File: config.mk
export PLATFORM = sky130hd
export DESIGN_NAME = vr_responder
export DESIGN_NICKNAME = d
export VERILOG_FILES = /design/src/rtl/vr_pkg.sv /design/src/rtl/vr_sync_fifo.sv /design/src/rtl/vr_responder.sv
export SDC_FILE = /design/constraint.sdc
export NUM_CORES = 1
export LEC_CHECK = 0
export CAP_MARGIN = 40
export CORE_UTILIZATION = 55
export CTS_BUF_LIST = sky130_fd_sc_hd__clkbuf_8
export DETAILED_ROUTE_END_ITERATION = 6
export PLACE_DENSITY = 0.81
export SYNTH_ARGS = -nofsm -noshare
export SYNTH_HDL_FRONTEND = slang
export SYNTH_SLANG_ARGS = --single-unit
File: constraint.sdc
create_clock -name clk -period 4.4 [get_ports clk]
set_input_delay 0.66 -clock clk [delete_from_list [all_inputs] [get_ports clk]]
set_output_delay 0.66 -clock clk [all_outputs]
set_load 0.02 [all_outputs]
File: src/rtl/vr_pkg.sv
// Shared types and constants for the VR word-transfer responder.
package vr_pkg;

    localparam int VR_DROP_LAT = 2;
    localparam int VR_CNT_W    = 16;

    typedef enum logic [2:0] {
        S_IDLE     = 3'd0,
        S_ACK      = 3'd1,
        S_DROP1    = 3'd2,
        S_DROP2    = 3'd3,
        S_WAIT_LOW = 3'd4
    } vr_resp_state_t;

endpackage

File: src/rtl/vr_sync_fifo.sv
// First-word fall-through synchronous FIFO with occupancy output.
module vr_sync_fifo #(
    parameter int DATA  = 32,
    parameter int DEPTH = 4
) (
    input  logic                         clk,
    input  logic                         reset,
    input  logic                         push,
    input  logic [DATA-1:0]              push_data,
    input  logic                         pop,
    output logic [DATA-1:0]              head,
    output logic                         empty,
    output logic                         full,
    output logic [$clog2(DEPTH+1)-1:0]   level
);

    localparam int PW = $clog2(DEPTH);
    localparam int LW = $clog2(DEPTH+1);

    logic [DATA-1:0] mem [DEPTH];
    logic [PW-1:0]   wr_ptr;
    logic [PW-1:0]   rd_ptr;
    logic [LW-1:0]   count;
    logic            do_push;
    logic            do_pop;

    assign empty   = (count == '0);
    assign full    = (count == LW'(DEPTH));
    assign do_pop  = pop && !empty;
    // A push into a full FIFO is legal only when a pop frees the slot this cycle.
    assign do_push = push && (!full || do_pop);

    always_ff @(posedge clk) begin
        if (reset) begin
            wr_ptr <= '0;
            rd_ptr <= '0;
            count  <= '0;
        end else begin
            if (do_push) wr_ptr <= wr_ptr + 1'b1;
            if (do_pop)  rd_ptr <= rd_ptr + 1'b1;
            case ({do_push, do_pop})
                2'b10:   count <= count + 1'b1;
                2'b01:   count <= count - 1'b1;
                default: count <= count;
            endcase
        end
    end

    always_ff @(posedge clk) begin
        if (do_push) mem[wr_ptr] <= push_data;
    end

    // Storage is not reset, so the head is forced to zero while empty.
    assign head  = empty ? '0 : mem[rd_ptr];
    assign level = count;

endmodule

File: src/rtl/vr_responder.sv
// VR protocol responder: acknowledges words with a one-cycle ready pulse,
// checks the initiator's valid drop timing and buffers words downstream.
module vr_responder
    import vr_pkg::*;
#(
    parameter int DATA  = 32,
    parameter int DEPTH = 4
) (
    input  logic                         clk,
    input  logic                         reset,
    input  logic                         valid,
    input  logic [DATA-1:0]              data,
    output logic                         ready,
    output logic                         out_valid,
    output logic [DATA-1:0]              out_data,
    input  logic                         out_ready,
    input  logic                         err_clr,
    output logic                         proto_err,
    output logic [VR_CNT_W-1:0]          word_cnt,
    output logic [$clog2(DEPTH+1)-1:0]   level,
    output logic [2:0]                   fsm_state
);

    vr_resp_state_t       state;
    vr_resp_state_t       next_state;
    logic                 ready_q;
    logic                 err_q;
    logic                 set_err;
    logic [VR_CNT_W-1:0]  cnt_q;
    logic                 push;
    logic                 fifo_empty;
    logic                 fifo_full;

    // Only the FSM pushes, so the space reserved in IDLE is still free in ACK.
    assign push = (state == S_ACK);

    always_comb begin
        next_state = state;
        set_err    = 1'b0;
        case (state)
            S_IDLE: begin
                if (valid && !fifo_full) next_state = S_ACK;
            end
            S_ACK: begin
                next_state = S_DROP1;
            end
            S_DROP1: begin
                if (!valid) set_err = 1'b1;
                next_state = S_DROP2;
            end
            S_DROP2: begin
                if (valid) begin
                    set_err    = 1'b1;
                    next_state = S_WAIT_LOW;
                end else begin
                    next_state = S_IDLE;
                end
            end
            S_WAIT_LOW: begin
                if (!valid) next_state = S_IDLE;
            end
            default: begin
                next_state = S_IDLE;
            end
        endcase
    end

    always_ff @(posedge clk) begin
        if (reset) begin
            state   <= S_IDLE;
            ready_q <= 1'b0;
            err_q   <= 1'b0;
            cnt_q   <= '0;
        end else begin
            state   <= next_state;
            ready_q <= (next_state == S_ACK);
            // Set has priority over clear.
            if (set_err)      err_q <= 1'b1;
            else if (err_clr) err_q <= 1'b0;
            if (push) cnt_q <= cnt_q + 1'b1;
        end
    end

    vr_sync_fifo #(
        .DATA  (DATA),
        .DEPTH (DEPTH)
    ) u_fifo (
        .clk       (clk),
        .reset     (reset),
        .push      (push),
        .push_data (data),
        .pop       (out_ready),
        .head      (out_data),
        .empty     (fifo_empty),
        .full      (fifo_full),
        .level     (level)
    );

    assign ready     = ready_q;
    assign out_valid = !fifo_empty;
    assign proto_err = err_q;
    assign word_cnt  = cnt_q;
    assign fsm_state = state;

endmodule

# Word level (Yosys, flattened, before mapping)
# Memory sizes are Yosys's and may differ from the RTL's. A register that Yosys moved wholly into a read port is not among the register bits.
# Index checks and enable logic that the tools add are counted.
# W data, S select, Z words.
[word_totals] inputBits=37 reg_bits=28 elab_cells=46 out_inout_bits=57 ram_bits=128 mem_count=1
[memory_table] memory="u_fifo.mem" depth=4 word_bits=32 rd=1 rd_ports_with_merged_regs=1 write_ports=1 line_no="vr_sync_fifo.sv:20" rtl="logic [DATA-1:0] mem [DEPTH];"
[op_classes] eq_ne=8 add_sub_neg=5 muxes=15 reduce_logical=10
[ops] operator="$mux W32" n=1
[ops] operator="$add A16 B1 Y16 const B" n=1
[ops] operator="$pmux W3 S5" n=1
[ops] operator="$mux W3" n=3
[ops] operator="$eq A3 B1 Y1 const B" n=2
[ops] operator="$eq A3 B2 Y1 const B" n=2
[ops] operator="$eq A3 B3 Y1 const B" n=2
[ops] operator="$logic_not A3 Y1" n=2
[ops] operator="$mux W1" n=6
[ops] operator="$pmux W3 S2" n=1
[ops] operator="$add A2 B1 Y2 const B" n=2
[ops] operator="$mux W2" n=2
[ops] operator="$reduce_bool A2 Y1" n=2
[ops] operator="$add A3 B1 Y3 const B" n=1
[ops] operator="$logic_and A1 B1 Y1" n=3
[ops] operator="$sub A3 B1 Y3 const B" n=1
[ops] operator="$eq A2 B1 Y1 const B" n=1
[ops] operator="$eq A2 B2 Y1 const B" n=1
[ops] operator="$logic_not A1 Y1" n=2
[ops] operator="$pmux W1 S2" n=1
[ops] operator="$logic_or A1 B1 Y1" n=1

# Longest topological paths before layout
# Gate-level depths: netlist (run 1).
[depth] depth_word=7 ltp_mapped=8 ltp_nobuf=6

# By module
# From an unflattened synthesis (run 1), not the netlist that was laid out.
[unflattened] cells_unflattened=377 hier_area_um2=6334.8
[by_module_without_submodules] mod="vr_sync_fifo" area_per_inst_um2=5420.2 n_inst=1 cells_per_inst=270
[by_module_without_submodules] mod="vr_responder" area_per_inst_um2=914.6 n_inst=1 cells_per_inst=107

# Worst setup path after synthesis (run 1)
# No wires, ideal clock.
[synth_path] path_type="register -> register" startpoint="register state[0], in the netlist fsm_state[0]" endpoint="memory u_fifo.mem[0][0] (enable)" path_stages_with_launch=6 t_required_ns=4.008 t_arrival_ns=2.206 setup_ns=0.392 period_less_slack_ns=2.598 path_slack_ns=1.802 path_cell_list="dfxtp_1 -> buf_4 -> or3b_1 -> buf_6 -> a31oi_2 -> and2_1"
[synth_via] elab_chain_len=4
[synth_lines] element="start, declared" line_no="vr_responder.sv:24" rtl="vr_resp_state_t state;"
[synth_lines] element="start signal, assigned" line_no="vr_responder.sv:75" rtl="state <= next_state;"
[synth_lines] element="$eq A3 B1 Y1" line_no="vr_responder.sv:35" rtl="assign push = (state == S_ACK);"
[synth_lines] element="$logic_and A1 B1 Y1" line_no="vr_sync_fifo.sv:31" rtl="assign do_push = push && (!full || do_pop);"
[synth_lines] element="$mux W1" line_no="vr_sync_fifo.sv:50" rtl="if (do_push) mem[wr_ptr] <= push_data;"
[synth_lines] element="$mux W1 (implied by the code)" line_no="vr_sync_fifo.sv:50"
[synth_lines] element="end, declared" line_no="vr_sync_fifo.sv:20"
# Every way passes these cells.

==> summary.md, run 1 <==
| Metric | Value |
|---|---|
| Reg2reg end | `u_fifo.mem[0][8]` |
| Fmax | `293.7 MHz` |
| Final critical-path required period | `3.405 ns` |
| Max rail drop VDD | `0.3184 mV` |
| Complex-gate fraction of the synthesized area | `2.454%` |
| Worst path arrival time | `2.74 ns` |
| Multi-input logic area | `0.001702 mm^2` |
| Post-Synth Simple-Gate Area | `9.397%` |
| Die X | `108.8 um` |
| Most area-consuming cells after synthesis | `edfxtp_1 61%, mux4_2 11%, dfxtp_1 9.6%` |
| Critical Path RT | `3.74 ns` |
| Initial antenna violation count | `0` |
| DP Worst Slack | `1.408 ns` |
| Critical path launch point type | `flip-flop` |
| Post-synthesis async set-or-reset flop share | `0%` |
| Layout area overhead | `24.14%` |
| Static Leakage | `2.501 nW` |
| Post-Route WL | `11.71 mm` |
| Hold Crit Start | `word_cnt[15]` |
| Main flop type after synthesis | `edfxtp_1` |
| DP HPWL | `7.385 mm` |
| Synth top area share | `61.29%` |
| First-pass iteration count of the detailed router | `6` |
| Total CTS buffers | `17` |
| Crit end category | `output port` |
| DIE AREA | `0.01183 mm^2` |
| PortBufs | `93` |
| Launch point of the worst reg-to-reg path | `fsm_state[0]` |
| Final setup margin | `0.9955 ns` |
| Number of flops mapped to enable cells by yosys | `128` |
| Seq/Total Area, Yosys | `70.87%` |
| CTS Sinks | `158` |
| YS warnings | `0` |
| Reg clk slew, reported paths | `0.08 ns` |
| Initial Util | `57.10%` |
| Synth Area in XOR/XNOR | `2.235%` |
| Largest net degree at the start of global routing | `33` |
| Fin util | `70.88%` |
| Deepest clock path buffer count | `2` |
| Top-count cell post-synth | `edfxtp_1` |
| Drt via density | `5.595` |
| Syn avg cell area | `17.09 um^2` |
| Drt initial violations | `183` |
| Clock Latency Late Sink | `0.45 ns` |
| Fillers | `690` |
| Reg area | `0.004447 mm^2` |
| Mapped Area | `0.006271 mm^2` |
| CTS tree | `done` |
| GRT Total Usage | `21.87%` |
| Nets | `508` |
| Number of setup buffers added after CTS | `0` |
| Number of global-route vias before repair | `3,520` |
| Root buffer cell | `clkbuf_8` |
| Worst hold path endpoint | `word_cnt[15]` |
| Worst R2R Path Depth | `3` |
| Hold path depth | `2` |
| Largest family of logic cells by synthesized area | `multiplexers` |
| I/O pin count | `94` |
| DR vias | `3,458` |
| Worst hold slack | `0.4958 ns` |
| Part of the cycle the worst path needs | `77.38%` |
| Die height | `108.8 um` |
| Layout cell share with drive strength beyond 1 | `15.69%` |
| Headroom to the max-slew limit | `41.30%` |
| Pwr dens | `398.1 mW/mm^2` |
| Max Transition Viols Final | `0` |
| Crit Path Class | `flip-flop to output port` |
| Post-Synth Adder-Cell Area | `1.317%` |
| Wire length per cell | `18.94 um` |
| Netlist cell types | `43` |
| Register bit total from synthesis | `158` |
| Final routed DRC violation total | `0` |
| Setup TNS | `0 ns` |
| Mux cell area share after synthesis | `11.65%` |
| First-pass GRT wire length | `18.15 mm` |
| Met1 WL | `4.773 mm` |
| RSZ-0062 raised after global routing | `no` |
| Core ar. | `0.01098 mm^2` |
| Post-synthesis cell count | `367` |
| Reg2reg setup slack | `1.84 ns` |
| Fin Clk Skew | `0.01342 ns` |
| Status | `finished clean` |
| Htree depth | `4` |
| Met3 wire len | `500 um` |
| Site row count | `38` |
| Antenna Cells | `0` |
| Antenna-violating nets left | `0` |
| Synth cell count leaders | `128 x edfxtp_1, 37 x and2_1, 32 x mux4_2, 30 x dfxtp_1, 20 x nor2_1` |
| GR Overflow Total | `0` |
| Critical path fanouts, max | `15` |
| Routability cong. | `0.7676` |
| Post_cts resized | `0` |
| DR top layer | `met4` |
| Hold Crit Class | `flip-flop to flip-flop` |
| Top cell type by total area after synthesis | `edfxtp_1` |
| Syn Nets | `410` |
| Worst-Margin Slew | `0.8805 ns` |
| # setup viols final | `0` |
| Hold Vio Cnt, Final | `0` |
| Met2 wire length | `6.219 mm` |
| Max_cap viols | `0` |
| # hold bufs at CTS | `0` |
power breakdown:
group / internal [W] / switching (W) / leakage (nW) / total [W]
logic: 0.000207 / 0.000195 / 0.907 / 0.000402
clock network: 0.000490 / 0.000502 / 0.190 / 0.000992
registers: 0.00167 / 0.0000340 / 1.40 / 0.00171
total: 0.00237 / 0.000731 / 2.50 / 0.00310
cell usage in the layout, fill, tap and decap left out, types with 5 or more instances in the layout:
master,Yosys,routed
edfxtp_1,128,128
clkdlybuf4s50_1,0,93
and2_1,37,33
mux4_2,32,32
dfxtp_1,30,28
nor2_1,20,20
clkbuf_8,0,17
xor2_1,10,10
nand3_1,9,9
a21oi_1,9,9
nand2_1,8,8
inv_1,6,7
or3_1,6,6
xnor2_1,6,6
o21ai_0,5,5
nand4_1,5,5
ha_1,5,5
clkinv_2,0,5
registers in the layout (all words and copies together), names as in the netlist, named ones only:
register and cells:
u_fifo.mem 128, word_cnt 16, fsm_state 3, u_fifo.level 3
u_fifo.rd_ptr 2, u_fifo.wr_ptr 2, proto_err 1, ready 1
routing by layer:
metal  global-route usage (%)  vias to the layer above
li1                         -                     1610
met1                    26.50                     1737
met2                    36.71                       92
met3                    5.439                       19
met4                    10.81                        0
met5                        0                        -
cells by family (layout without fill, tap and decap cells):
family | Yosys count | in the layout
AND/OR/NAND/NOR | 103 | 103
buffers and inverters | 27 | 138
adder cells (fa/ha/maj) | 6 | 6
AO/OA/AOI/OAI | 24 | 24
flip-flops | 158 | 158
multiplexers | 33 | 33
XOR/XNOR | 16 | 16
worst max-delay path: stages (launching register included):
cell and delay [ns]:
dfxtp_2 0.69, buf_4 0.34, mux4_2 0.53, and2_1 0.19, clkdlybuf4s50_1 0.54
metrics by stage:
stage,total power [W],cell area (um^2),std cells
detailed placement,0.002141,7422,586
finish,0.003099,7785,618
global route,0.003210,7785,618
floorplan,0.001956,6271,367
global placement,0.002114,7292,581
CTS,0.003127,7785,618
final cells by class:
type                       count  area share (%)
tap                          140           2.250
clock inverter                15           1.655
clock buffer                  17           3.005
multi-input combinational    182           21.86
sequential                   158           57.12
inverter                       6          0.2893
timing repair buffer         100           13.82
worst max path at each step:
stage,start,to,slack [ns],cells after the start
2_1_floorplan,fsm_state[0],u_fifo.mem[0][0],1.80,5
3_3_place_gp,u_fifo.level[2],out_data[31],1.44,3
3_5_place_dp,out_ready,u_fifo.mem[0][5],1.41,4
4_1_cts,flip-flop,out_data[25],0.92,4
5_1_grt,flip-flop,out_data[25],0.82,4
6_report,flip-flop,out_data[25],1.0,4
(Power assumes the default switching activity.)
==> run 2, diff against run 1 <==
--- a/config.mk
+++ b/config.mk
@@ -6,10 +6,10 @@
 export NUM_CORES = 1
 export LEC_CHECK = 0
 export CAP_MARGIN = 40
-export CORE_UTILIZATION = 55
+export CORE_UTILIZATION = 50
 export CTS_BUF_LIST = sky130_fd_sc_hd__clkbuf_8
 export DETAILED_ROUTE_END_ITERATION = 6
-export PLACE_DENSITY = 0.81
+export PLACE_DENSITY = 0.78
 export SYNTH_ARGS = -nofsm -noshare
 export SYNTH_HDL_FRONTEND = slang
 export SYNTH_SLANG_ARGS = --single-unit
==> constraint.sdc (replaced) <==
create_clock -name clk -period 3 [get_ports clk]
set_input_delay 0.45 -clock clk [delete_from_list [all_inputs] [get_ports clk]]
set_output_delay 0.45 -clock clk [all_outputs]
set_load 0.02 [all_outputs]
==> run 2 against run 1 <==
Sequential cell count did not move. Clock skew fell by 0.0034 ns. Via count decreased by 0.72%.
==> summary.md, run 2 (synthesis gave the netlist of run 1 again) <==
| Metric | Value |
|---|---|
| GR Overflow Total | `0 (unchanged)` |
| Deepest clock path buffer count | `2 (unchanged)` |
| Die X | `114.0 um (+4.8%)` |
| GRT Total Usage | `19.26% (-2.6 points)` |
| Nets | `510 (+0.39%)` |
| Pwr dens | `585.0 mW/mm^2 (+47%)` |
| Status | `finished clean` |
| Initial antenna violation count | `0 (unchanged)` |
| Critical-path top delay cell | `mux4_2` |
| Die height | `114.0 um (+4.8%)` |
| Sequential power share | `54.4% (-0.6 points)` |
| Launch point of the worst reg-to-reg path | `u_fifo.level[2]` |
| Sw frac | `23.76% (+0.18 points)` |
| Initial Util | `51.78% (-5.3 points)` |
| Root buffer cell | `clkbuf_8` |
| Psw | `0.001086 W (+49%)` |
| Crit Path Class | `flip-flop to output port` |
| Reg2reg setup slack | `0.67 ns (-1.17 ns)` |
| Htree depth | `4 (unchanged)` |
| Part of the cycle the worst path needs | `93.46%` |
| Max_cap viols | `0 (unchanged)` |
| Setup TNS | `0 ns (unchanged)` |
| Site row count | `40 (+5.3%)` |
| Worst path arrival time | `2.35 ns (-0.39 ns)` |
| Drt via density | `5.298 (-5.3%)` |
| Drt initial violations | `178 (-2.7%)` |
| Static Leakage | `2.498 nW (-0.13%)` |
| Number of global-route vias before repair | `3,503 (-0.48%)` |
| Most frequent cells in the layout | `128 x edfxtp_1, 93 x clkdlybuf4s50_1, 33 x and2_1` |
| Worst-Margin Slew | `0.5518 ns (-0.3287 ns)` |
| Hold Vio Cnt, Final | `0 (unchanged)` |
| Hold Crit Class | `flip-flop to flip-flop` |
| Worst R2R Path Depth | `7 (+4)` |
| Headroom to the max-slew limit | `63.10% (+22 points)` |
| Clock Latency Late Sink | `0.44 ns (about the same)` |
| Layout area overhead | `24.56%` |
| Final routed DRC violation total | `0 (unchanged)` |
| Max Transition Viols Final | `0 (unchanged)` |
| Fin Clk Skew | `0.009975 ns (-0.003448 ns)` |
| Total CTS buffers | `17 (unchanged)` |
| Crit end category | `output port` |
| DIE AREA | `0.01299 mm^2 (+9.8%)` |
| Largest net degree at the start of global routing | `37 (+12%)` |
| # setup viols final | `0 (unchanged)` |
| Reg2reg end | `u_fifo.level[2]` |
| Max reg flops | `128 (unchanged)` |
| Antenna-violating nets left | `0 (unchanged)` |
| Hold path depth | `2 (unchanged)` |
| CTS Sinks | `158 (unchanged)` |
| # hold bufs at CTS | `0 (unchanged)` |
| Largest stage delay, worst path | `0.56 ns (-0.13 ns)` |
| PortBufs | `93 (unchanged)` |
| Layout cell share with drive strength beyond 1 | `16.46% (+0.77 points)` |
| Biggest register | `u_fifo.mem` |
| First-pass GRT wire length | `18.33 mm (+0.99%)` |
| First-pass iteration count of the detailed router | `4 (-2)` |
| Post_cts resized | `0 (unchanged)` |
| Reg clk slew, reported paths | `0.08 ns (about the same)` |
| Cell Chain, Critical Path | `buf_12, mux4_2, and2_1, clkdlybuf4s50_1` |
| Fmax | `356.6 MHz` |
| Int Pwr | `0.003483 W (+47%)` |
| Post-Route WL | `11.30 mm (-3.5%)` |
| Placed Instances | `616 (+5.1%)` |
| Clock Power Share | `32.6% (+0.6 points)` |
| DP HPWL | `6.979 mm (-5.5%)` |
| Critical Path RT | `2.55 ns (-1.19 ns)` |
| Antenna Cells | `0 (unchanged)` |
| I/O pin count | `94 (unchanged)` |
| Commonest non-fill, non-tap cell in the layout | `edfxtp_1` |
| Number of setup buffers added after CTS | `0 (unchanged)` |
| Routability cong. | `0.7888 (+2.8%)` |
| Gate power share | `13.0% (about the same)` |
| Wire length per cell | `17.43 um (-8.0%)` |
| Final critical-path required period | `2.804 ns` |
| Critical path fanouts, max | `32 (+17)` |
| Final non-filler cell total | `648 (+4.9%)` |
| Core ar. | `0.01211 mm^2 (+10%)` |
| Max rail drop VDD | `0.3273 mV (+2.8%)` |
| RSZ-0062 raised after global routing | `no` |
| CTS tree | `done` |
| Critical path launch point type | `flip-flop` |
| Worst hold path endpoint | `word_cnt[1]` |
| Hold Crit Start | `word_cnt[1]` |
| DR vias | `3,433 (-0.72%)` |
-- run 2: changes by cell type in the layout (fill, tap and decap cells not counted) --
cell	previous run	this run
clkinv_2	5	3
clkinvlp_4	1	2
clkinv_1	4	2
buf_4	2	5
buf_16	4	0
clkinv_4	1	3
inv_8	0	1
buf_12	1	4
-- run 2: critical path, delay by kind of cell, from the launching register on --
kind                   cells  cell delay, ns
AND/OR/NAND/NOR            1            0.17
multiplexers               1            0.56
flip-flops                 1            0.35
buffers and inverters      2            0.81
-- run 2: power groups by stage --
stage,logic (W),clock network (W),registers (W)
finish,0.000592,0.00149,0.00249
global route,0.000641,0.00162,0.00249
CTS,0.000602,0.00153,0.00249
detailed placement,0.000600,0,0.00254
global placement,0.000586,0,0.00253
floorplan,0.000334,0,0.00254
-- run 2: area by class of cell --
type	count	area, um^2
flip-flops and latches	158	4447
fillers	878	4300
multi-input cells	182	1702
repair buffers	102	1049
clock buffers	17	234.0
well taps	168	210.2
clock inverters	15	147.6
inverters	6	22.52
-- run 2: worst max path at each step --
| stage | to | startpoint | cells past startpoint |
|---|---|---|---|
| floorplan | u_fifo.mem[1][0] | fsm_state[0] | 5 |
| global placement | u_fifo.level[2] | out_ready | 6 |
| detailed placement | u_fifo.level[2] | out_ready | 6 |
| CTS | out_data[26] | flip-flop | 4 |
| global route | out_data[25] | flip-flop | 4 |
| finish | out_data[26] | flip-flop | 4 |
-- run 2: layer usage --
metal / wire [um] / track usage (%) / vias to the layer above / share of wire [%]
met5: 0 / 0 / - / 0
met2: 5833 / 31.56 / 90 / 52
met1: 4754 / 24.33 / 1715 / 42
met4: 218 / 7.792 / 0 / 1.9
met3: 490 / 5.473 / 21 / 4.3
li1: - / - / 1607 / -
-- run 2: per-stage QoR --
step	hold slack [ns]	power (W)	setup slack, ns	instance area (um^2)	utilization, %
floorplan	0.4847	0.002869	0.4018	6271	-
global placement	0.4765	0.003116	0.6469	7430	61.34
detailed placement	0.4872	0.003136	0.5918	7430	61.34
CTS	0.4976	0.004617	0.1373	7811	64.49
global route	0.5215	0.004755	0.08268	7811	64.49
finish	0.4981	0.004569	0.1961	7811	64.49
==> patch (settings of run 1) <==
Make the reset (`reset`) asynchronous in 2 clocked blocks.
--- a/src/rtl/vr_sync_fifo.sv
+++ b/src/rtl/vr_sync_fifo.sv
@@ -31,5 +31,5 @@
     assign do_push = push && (!full || do_pop);
 
-    always_ff @(posedge clk) begin
+    always_ff @(posedge clk or posedge reset) begin
         if (reset) begin
             wr_ptr <= '0;
--- a/src/rtl/vr_responder.sv
+++ b/src/rtl/vr_responder.sv
@@ -66,5 +66,5 @@
     end
 
-    always_ff @(posedge clk) begin
+    always_ff @(posedge clk or posedge reset) begin
         if (reset) begin
             state   <= S_IDLE;
Function: differs if reset is asserted again (counterexample within 4 cycles, from zero or initial values and one cycle with reset high); with reset held inactive, the same outputs for 10 cycles.
==> patch against run 1 <==
- design area is 0.27% higher
- area after synthesis down 0.62%
- sequential cell count shrank 2
- global-route usage decreased by 0.84 points
- critical path depth is the same
- worst setup slack got worse by 0.025 ns
- synthesized cell count fell by 9.0%
- final cell count down 4.4%
- wire length decreased by 5.1%
- utilization rose by 0.50 points
- sequential share of layout area grew 1.1 points
- largest cell class unchanged
Power is not compared: it rests on default switching activity, and its combinational part moved more than twofold at a synthesized area within 25%.
==> patch: results (changes against run 1) <==
** Worst setup path
- The terminus of the critical flop-to-flop path was u_fifo.level[2] (was u_fifo.mem[0][8]).
- The startpoint of the worst register-to-register path is u_fifo.level[0] (was fsm_state[0]).
- Biggest fanout along the worst timing path :: 19 (was 15)
- The setup slack of the most critical reg-to-reg path is 1.59 ns (was 1.84 ns).
- Worst setup path endpoint :: out_data[12] (was out_data[25])
- The library cell contributing the largest single delay on the critical path was sky130_fd_sc_hd__dfrtp_2 (was sky130_fd_sc_hd__dfxtp_2).
- The worst endpoint data arrival time came to 2.77 ns (was 2.74 ns).

** Global route
- The number of global-route vias before repair is 3393 (was 3520).
- Maximum number of pins on one net before global-route repair :: 34 (was 33)
- The total global routing track utilization came to 21.0% (was 21.9%).

** Finish
- The number of nets at the end of the flow came to 481 (was 508).
- Fill cell total of the finished layout :: 708 (was 690)

** Status
- Result of the run :: finished clean (unchanged)

** Synth
- Post-synth top cells :: sky130_fd_sc_hd__edfxtp_1 (128), sky130_fd_sc_hd__and2_1 (37), sky130_fd_sc_hd__mux4_2 (32), sky130_fd_sc_hd__dfrtp_1 (28), sky130_fd_sc_hd__xnor2_1 (18) (was sky130_fd_sc_hd__edfxtp_1 (128), sky130_fd_sc_hd__and2_1 (37), sky130_fd_sc_hd__mux4_2 (32), sky130_fd_sc_hd__dfxtp_1 (30), sky130_fd_sc_hd__nor2_1 (20))
- Synth top area cells :: sky130_fd_sc_hd__edfxtp_1 (62%), sky130_fd_sc_hd__mux4_2 (12%), sky130_fd_sc_hd__dfrtp_1 (11%) (was sky130_fd_sc_hd__edfxtp_1 (61%), sky130_fd_sc_hd__mux4_2 (11%), sky130_fd_sc_hd__dfxtp_1 (9.6%))
- The share of synthesized registers carrying an async set or reset was 17.9% (was 0%).
- The count of mapped cells out of synthesis came to 334 (was 367).
- Post-synth net total :: 377 (was 410)
- The register area share after synthesis is 72.9% (was 70.9%).

** Drt
- The DRC violation total after the first TritonRoute iteration was 187 (was 183).
- Number of iterations in the first detailed-routing pass :: 4 (was 6)
- Total via count in the routed design :: 3278 (was 3458)
- The via density per instance was 5.55 (was 5.60).

** Place
- GPL Wtd Cong :: 0.801 (was 0.768)
- The total placed instance area is 7410 um2 (was 7420 um2).
- The total placed cells including tap cells was 559 (was 586).

** STA
- Worst Clk Skew :: 0.0109 ns (was 0.0134 ns)
- The worst relative slew slack came to 44.7% (was 41.3%).

** Hold path
- The critical hold path startpoint is word_cnt[15] (unchanged).
==> patch: worst max-delay path: cells and delay by family (launching register included) <==
kind	cells	cell delay, ns
buffers and inverters	2	0.87
and+or+nand+nor	1	0.17
DFF	1	0.76
muxes	1	0.52
==> patch: stage by stage <==
step / worst slack, ns / util [%] / power (uW)
floorplan: 2.01 / - / 3370
global placement: 1.40 / 66.7 / 4160
detailed placement: 1.37 / 67.8 / 4270
CTS: 0.875 / 71.4 / 5310
global route: 0.768 / 71.4 / 5520
finish: 0.971 / 71.4 / 5250
==> patch: kinds of logic after synthesis <==
family	Yosys count	share of synthesized area (%)
AO/OA/AOI/OAI	11	1.20
adder cells (fa/ha/maj)	6	1.33
multiplexers	35	12.1
XOR/XNOR	22	3.21
buffers and inverters	24	1.71
AND/OR/NAND/NOR	80	7.55
flip-flops	156	72.9
==> patch: worst min path at each step <==
stage                                   to  cells past startpoint
after CTS                     word_cnt[15]                      1
after global routing          word_cnt[13]                      2
final                         word_cnt[15]                      1
after global placement        word_cnt[15]                      1
after detailed placement      word_cnt[15]                      1
after floorplan           u_fifo.wr_ptr[1]                      1
==> patch: layer usage <==
layer | GRT usage (%) | vias up | part of all wire, % | wire (um)
met5 | 0 | - | 0 | 0
met3 | 5.30 | 10 | 4.8 | 528
met4 | 9.46 | 0 | 1.7 | 191
li1 | - | 1494 | - | -
met1 | 27.1 | 1680 | 42 | 4630
met2 | 33.9 | 94 | 52 | 5750
==> patch: layout make-up <==
| type | instances | share of cell area (%) |
|---|---|---|
| inverter | 8 | 0.385 |
| multi-input combinational | 154 | 20.3 |
| sequential | 156 | 58.2 |
| clock buffer | 17 | 3.00 |
| clock inverter | 15 | 2.02 |
| timing repair buffer | 101 | 13.8 |
| tap | 140 | 2.24 |
